### src/rtl/jk_ubus_master.sv
// UBUS initiator: accepts one command, arbitrates for the bus, runs the address and data
// phases, then returns a single response. Bus outputs are decoded from registered state.
module jk_ubus_master #(
  parameter int unsigned ADDR_W  = 16,
  parameter int unsigned TIMEOUT = 255
) (
  input  logic              clk,
  input  logic              reset,
  input  logic              cmd_valid,
  output logic              cmd_ready,
  input  logic              cmd_read,
  input  logic [ADDR_W-1:0] cmd_addr,
  input  logic [1:0]        cmd_size,
  input  logic [63:0]       cmd_wdata,
  output logic              rsp_valid,
  output logic [63:0]       rsp_rdata,
  output logic              rsp_error,
  output logic              rsp_timeout,
  output logic              req,
  input  logic              gnt,
  output logic [ADDR_W-1:0] addr,
  output logic [1:0]        size,
  output logic              read,
  output logic              write,
  output logic              bip,
  output logic [7:0]        data_out,
  output logic              data_oe,
  input  logic [7:0]        data_in,
  input  logic              wait_state,
  input  logic              error
);

  // Counter only needs to reach TIMEOUT-1: the terminal wait cycle is detected before increment.
  localparam int unsigned WcntW = (TIMEOUT > 1) ? $clog2(TIMEOUT) : 1;
  localparam logic [WcntW-1:0] WcntLast = WcntW'(TIMEOUT - 1);

  typedef enum logic [2:0] {StIdle, StArb, StAddr, StData, StResp} state_e;

  state_e            state_q;
  logic              read_q;
  logic [ADDR_W-1:0] addr_q;
  logic [1:0]        size_q;
  logic [63:0]       wdata_q;
  logic [63:0]       rdata_q;
  logic [2:0]        beat_q;
  logic [WcntW-1:0]  wcnt_q;
  logic              err_q;
  logic              tmo_q;

  logic [2:0] last_beat;
  logic       timeout_hit;
  logic       in_data;

  assign last_beat   = 3'((4'd1 << size_q) - 4'd1);
  assign timeout_hit = (TIMEOUT != 0) && (wcnt_q == WcntLast);
  assign in_data     = (state_q == StData);

  always_ff @(posedge clk or negedge reset) begin
    if (!reset) begin
      state_q <= StIdle;
      read_q  <= 1'b0;
      addr_q  <= '0;
      size_q  <= '0;
      wdata_q <= '0;
      rdata_q <= '0;
      beat_q  <= '0;
      wcnt_q  <= '0;
      err_q   <= 1'b0;
      tmo_q   <= 1'b0;
    end else begin
      case (state_q)
        StIdle: begin
          if (cmd_valid) begin
            read_q  <= cmd_read;
            addr_q  <= cmd_addr;
            size_q  <= cmd_size;
            wdata_q <= cmd_wdata;
            rdata_q <= '0;
            err_q   <= 1'b0;
            tmo_q   <= 1'b0;
            state_q <= StArb;
          end
        end
        StArb: begin
          if (gnt) state_q <= StAddr;
        end
        StAddr: begin
          beat_q  <= '0;
          wcnt_q  <= '0;
          state_q <= StData;
        end
        StData: begin
          if (!wait_state) begin
            wcnt_q <= '0;
            if (read_q) rdata_q[{beat_q, 3'b000} +: 8] <= data_in;
            if (error) begin
              err_q   <= 1'b1;
              state_q <= StResp;
            end else if (beat_q == last_beat) begin
              state_q <= StResp;
            end else begin
              beat_q <= beat_q + 3'd1;
            end
          end else begin
            wcnt_q <= wcnt_q + 1'b1;
            if (timeout_hit) begin
              err_q   <= 1'b1;
              tmo_q   <= 1'b1;
              state_q <= StResp;
            end
          end
        end
        StResp:  state_q <= StIdle;
        default: state_q <= StIdle;
      endcase
    end
  end

  always_comb begin
    // Gated by reset so the port reads 0 while reset is held, not just after the first edge.
    cmd_ready   = reset && (state_q == StIdle);
    req         = (state_q == StArb);
    addr        = (state_q == StAddr) ? addr_q : '0;
    size        = (state_q == StAddr) ? size_q : '0;
    read        = (state_q == StAddr) && read_q;
    write       = (state_q == StAddr) && !read_q;
    bip         = in_data && (beat_q != last_beat);
    data_oe     = in_data && !read_q;
    data_out    = data_oe ? wdata_q[{beat_q, 3'b000} +: 8] : 8'h00;
    rsp_valid   = (state_q == StResp);
    rsp_rdata   = rsp_valid ? rdata_q : '0;
    rsp_error   = rsp_valid && err_q;
    rsp_timeout = rsp_valid && tmo_q;
  end

endmodule
### config.mk
export PLATFORM = sky130hd
export DESIGN_NAME = jk_ubus_master
export DESIGN_NICKNAME = d
export VERILOG_FILES = /design/src/rtl/jk_ubus_master.sv
export SDC_FILE = /design/constraint.sdc
export NUM_CORES = 1
export LEC_CHECK = 0
export CORE_UTILIZATION = 53
export CTS_CLUSTER_DIAMETER = 80
export DETAILED_ROUTE_END_ITERATION = 10
export PLACE_DENSITY = 0.83
export SYNTH_ARGS = -nofsm -noshare
export SYNTH_HDL_FRONTEND = slang
export SYNTH_SLANG_ARGS = --single-unit
### constraint.sdc
create_clock -name clk -period 6.55 [get_ports clk]
set_input_delay 1.31 -clock clk [delete_from_list [all_inputs] [get_ports clk]]
set_output_delay 1.31 -clock clk [all_outputs]
set_load 0.05 [all_outputs]
==> After elaboration in Yosys (flattened, before gate mapping) <==
Index checks and enable logic that the tools add are counted.
{ "totals": {"ff_bits": 163, "wordCells": 82} }
{ "op_classes": {"shifts": 4, "eq_ne": 18, "n_addsub": 4, "n_reduce_logical": 17, "mux": 29} }
{ "op_table": {"columns": ["op", "count"], "rows": [
  ["$mux W64", 4],
  ["$pmux W64 S2", 1],
  ["$bwmux W64", 1],
  ["$shift A8 B8 Y64 const A", 1],
  ["$shiftx A64 B7 Y8", 1],
  ["$shiftx A8 B8 Y64", 1],
  ["$mux W3", 9],
  ["$reduce_and A4 Y1", 5],
  ["$mux W16", 1],
  ["$mux W8", 2],
  ["$pmux W8 S2", 1],
  ["$ne A2 B2 Y1 const B", 7],
  ["$pmux W3 S4", 1],
  ["$add A8 B1 Y8 const B", 1],
  ["$eq A8 B8 Y1 const B", 1],
  ["$neg A6 Y8", 1],
  ["$logic_and A1 B1 Y1", 7],
  ["$eq A3 B2 Y1 const B", 2],
  ["$ne A3 B3 Y1 const B", 2],
  ["$pmux W3 S2", 1],
  ["$mux W1", 5],
  ["$ne A4 B3 Y1 const B", 1],
  ["$pmux W1 S2", 2],
  ["$reduce_bool A2 Y1", 2],
  ["12 further kinds", 12]
]} }

==> Logic depth before layout (Yosys ltp) <==
{ "depth": {"depth_word": 7, "depth_mapped": 11} }

==> Worst setup path before layout <==
OpenSTA, ideal clock, no wires.
{ "synth_path": {"kind": "reg-to-output", "startpoint": "register beat_q[1]", "endpoint": "output data_out[2]", "path_stages_with_launch": 6, "t_arrival_ns": 2.053, "setup_slack_ns": 3.187, "cell_sequence": "dfrtp_1 -> clkbuf_1 -> buf_2 -> mux4_2 -> nand2_1 -> a21oi_1"} }
{ "synth_between": {"elab_chain_cells": 2} }
{ "synth_lines": {"columns": ["item", "line", "rtl"], "rows": [
  ["start, declared", "45", "logic [2:0] beat_q;"],
  ["start signal, assigned", "102", "beat_q <= beat_q + 3'd1;"],
  ["$shiftx A64 B7 Y8", "129", "data_out = data_oe ? wdata_q[{beat_q, 3'b000} +: 8] : 8'h00;"],
  ["$mux W8", "129", null],
  ["end, declared", "26", "output logic [7:0] data_out,"]
]} }
Every way passes these cells.

==> Worst setup path in the final report <==
{ "layout_path": {"startpoint": "register state_q[0]", "endpoint": "output data_out[3]"} }
{ "layout_between": {"elab_chain_cells": 3} }
{ "layout_lines": {"columns": ["item", "line", "rtl"], "rows": [
  ["start, declared", "39", "state_e state_q;"],
  ["start signal, assigned", "60", "state_q <= StIdle;"],
  ["start signal, assigned", "81", "state_q <= StArb;"],
  ["start signal, assigned", "85", "if (gnt) state_q <= StAddr;"],
  ["$eq A3 B2 Y1", "56", "assign in_data = (state_q == StData);"],
  ["$logic_and A1 B1 Y1", "128", "data_oe = in_data && !read_q;"],
  ["$mux W8", "129", null]
]} }
Every way passes these cells.

==> results by group <==
Yosys
  – Post-synthesis compound-gate area fraction: 0.1026
  – Synth async-reset ratio: 1.000
  – Syn. warnings: 0
  – Commonest cells post-synth: dfrtp_1, and2_1, mux2_2
  – Simple-Gate Fraction of Synth Area: 0.1387
  – Top_reg_cell synth: dfrtp_1
  – FF+latch count, synth: around 160
  – Post-synthesis cell count: ~630
  – Area share of fa/ha/maj cells after synthesis: 0.01450
  – Post-synthesis mux area share: 0.1783
  – Synth unique cells: between 50 and 60
  – Seq/Total Area, Yosys: 0.5250
  – Syn Std Cell Area: between 7000 and 8000 um^2
  – Main combinational cell family by area after synthesis: multiplexers
  – XOR/XNOR share of the synthesized area: 0.003382
  – Area contributors post-synth: dfrtp_1, mux2_2, and2_1, a22o_1, mux4_2
  – Area leader, netlist: dfrtp_1
  – Syn_area_per_cell: around 12 um^2
  – Synth top area share: 0.5250
  – Most common cell in the synthesized netlist: dfrtp_1
  – EDFF count, synth: 0
  – Net Count, Synth: 740

GRT
  – Gr ovfl total: 0
  – Vias in the first global route: around 5800
  – Global-route wire length before repair: between 20000 and 30000 um
  – Largest net degree at the start of global routing: around 100
  – Global Route Usage Sum: 0.2600
  – Initial antenna violation count: 0

Flow run
  – Max-Cap Viols: 0

Timing
  – Max_slew headroom: 0.2778
  – Setup ws final: between 1500 and 2000 ps
  – Fmax achieved: 216.6 MHz
  – Layout Skew: around 6.6 ps
  – Final setup fails: 0
  – Hold WS: between 400 and 500 ps
  – Final Hold Vio Count: 0
  – Final Cycle Share: 0.7048
  – Max-slew violation count: 0
  – Total Neg Setup Slack: 0 ps
  – Least-Margin Pin Slew: between 1000 and 1500 ps
  – RSZ-0062 raised after global routing: false
  – Fin crit period: 4617 ps

Finish
  – Multi-input gate area: around 3400 um^2
  – Diodes inserted: 0
  – Register area: 4079 um^2
  – Post-route cell area: 10330 um^2
  – Share of cells above drive strength 1: 0.1834
  – Fillers: around 970
  – Synth-to-layout area growth: 32.94%
  – Fin nets: around 910
  – Fin util: 0.7326

Die
  – I/O pin cnt: roughly 200
  – Initial Util: 0.5511
  – Row Count: 43
  – Core ar.: around 14000 um^2
  – Die Footprint: 15150 um^2
  – Die height: ~120 um
  – Die width: ~120 um

Placed design
  – Global placement routability congestion: 0.8403
  – DP Wirelength: approximately 13000 um
  – DP Area: 9757 um^2
  – IO Port Bufs: approximately 200
  – Pre-CTS setup slack: approximately 2200 ps

Clocking
  – Worst-path clk slew: ~60 ps
  – CTS Hold Bufs: 0
  – Clk_lat worst skew: ~420 ps
  – TritonCTS Buffers: 17
  – Depth of the CTS H-tree: 4
  – Clock Path Buffers: 2
  – Root Buffer Master: clkbuf_16
  – Clock Sinks: about 160
  – Post-CTS setup repair buffer count: 0
  – Cts repair resizes: 0
  – CTS tree: yes

Critical path
  – Setup crit end kind: primary output
  – Crit-path max FO: 18
  – CP Class: register to primary output
  – Worst Setup SP: state_q[0]$_DFFE_PN0P_
  – CP arrival: 3310 ps
  – Worst Setup EP: data_out[3]
  – Reg2Reg Depth: 7
  – R2R Setup Slk: between 3000 and 4000 ps
  – Crit Reg-Reg Endpoint: rdata_q[33]$_DFFE_PN0P_
  – Worst EP required: 5240 ps
  – RR Startpoint: beat_q[1]$_DFFE_PN0P_
  – Critical path startpoint category: register

Route
  – Routed len/inst: ~18 um
  – DRT Wirelength: 18340 um
  – DRC Markers: 0
  – Vias: about 5600
  – Vias per std cell: 5.645
  – DRT antenna net count: 0
  – Iteration-0 DRC Markers: between 400 and 500
  – TritonRoute pass-1 iters: 5

Pwr
  – Peak supply drop: ~0.22 mV
  – PwrDens: 396.2 nW/um^2
  – Leakage: between 4 and 5 nW

Run status
  – Run status: finished, final reports clean

Min path
  – HP Class: register to register
## routing by layer
| layer | up-vias | share of wire | global-route usage |
|---|---|---|---|
| li1 | 2604 | - | - |
| met1 | 2805 | 0.41 | 0.3129 |
| met3 | 28 | 0.073 | 0.07749 |
| met5 | - | 0 | 0 |
| met2 | 197 | 0.50 | 0.4403 |
| met4 | 0 | 0.019 | 0.1002 |
## cells in the final DEF, fill, tap and decap left out, drive strengths merged, types with 11 or more instances in the layout
cell / n
clkbuf: 21
nand2: 35
and2: 90
mux4: 16
mux2: 83
dfrtp: 163
inv: 18
a22o: 50
o21ai: 21
clkdlybuf4s50: 194
a21oi: 11
## worst min-delay path by stage
stage	start	end	cells after the start
after floorplan	rdata_q[14]$_DFFE_PN0P_	rdata_q[14]$_DFFE_PN0P_	1
after global placement	rdata_q[46]$_DFFE_PN0P_	rdata_q[46]$_DFFE_PN0P_	1
after detailed placement	rdata_q[14]$_DFFE_PN0P_	rdata_q[14]$_DFFE_PN0P_	1
after CTS	rdata_q[14]$_DFFE_PN0P_	rdata_q[14]$_DFFE_PN0P_	1
after global routing	rdata_q[54]$_DFFE_PN0P_	rdata_q[54]$_DFFE_PN0P_	1
final	rdata_q[14]$_DFFE_PN0P_	rdata_q[14]$_DFFE_PN0P_	1
## registers in the layout, indices dropped and copies added (netlist names)
signal   flops
tmo_q        1
size_q       2
state_q      3
read_q       1
wdata_q     64
wcnt_q       8
err_q        1
beat_q       3
rdata_q     64
addr_q      16
## power by group
| part | switching (mW) | internal (mW) | leakage [nW] |
|---|---|---|---|
| Combinational | 0.821 | 0.748 | 1.96 |
| Clock | 0.383 | 0.576 | 0.282 |
| Sequential | 0.246 | 1.32 | 2.09 |
## cells by family (layout without fill, tap and decap cells)
logic type      Yosys count  after routing
mux                     108            108
flops                   163            163
xor+xnor                  3              3
buf+inv                  65            249
simple gates            184            184
fa+ha+maj                 9              9
compound gates          102            102
## worst max-delay path, stage by stage, from the launching register on
cell	delay, ps
dfrtp_1	670
and3b_1	640
nand2b_1	360
a21oi_1	340
clkdlybuf4s50_1	860
## through the flow
| step | std cells | power, mW |
|---|---|---|
| final | 998 | 4.092 |
| after global routing | 998 | 4.313 |
| after CTS | 998 | 4.120 |
| after detailed placement | 966 | 3.156 |
| after global placement | 966 | 3.065 |
| after floorplan | 634 | 2.701 |
## cell type report
type	count	share of cell area
Tap cell	180	0.02181
Clock inverter	11	0.01066
Sequential cell	163	0.3950
Multi-Input combinational cell	406	0.3298
Timing Repair Buffer	198	0.1913
Clock buffer	21	0.04458
Inverter	19	0.006906
Power figures use the tool's default switching activity.
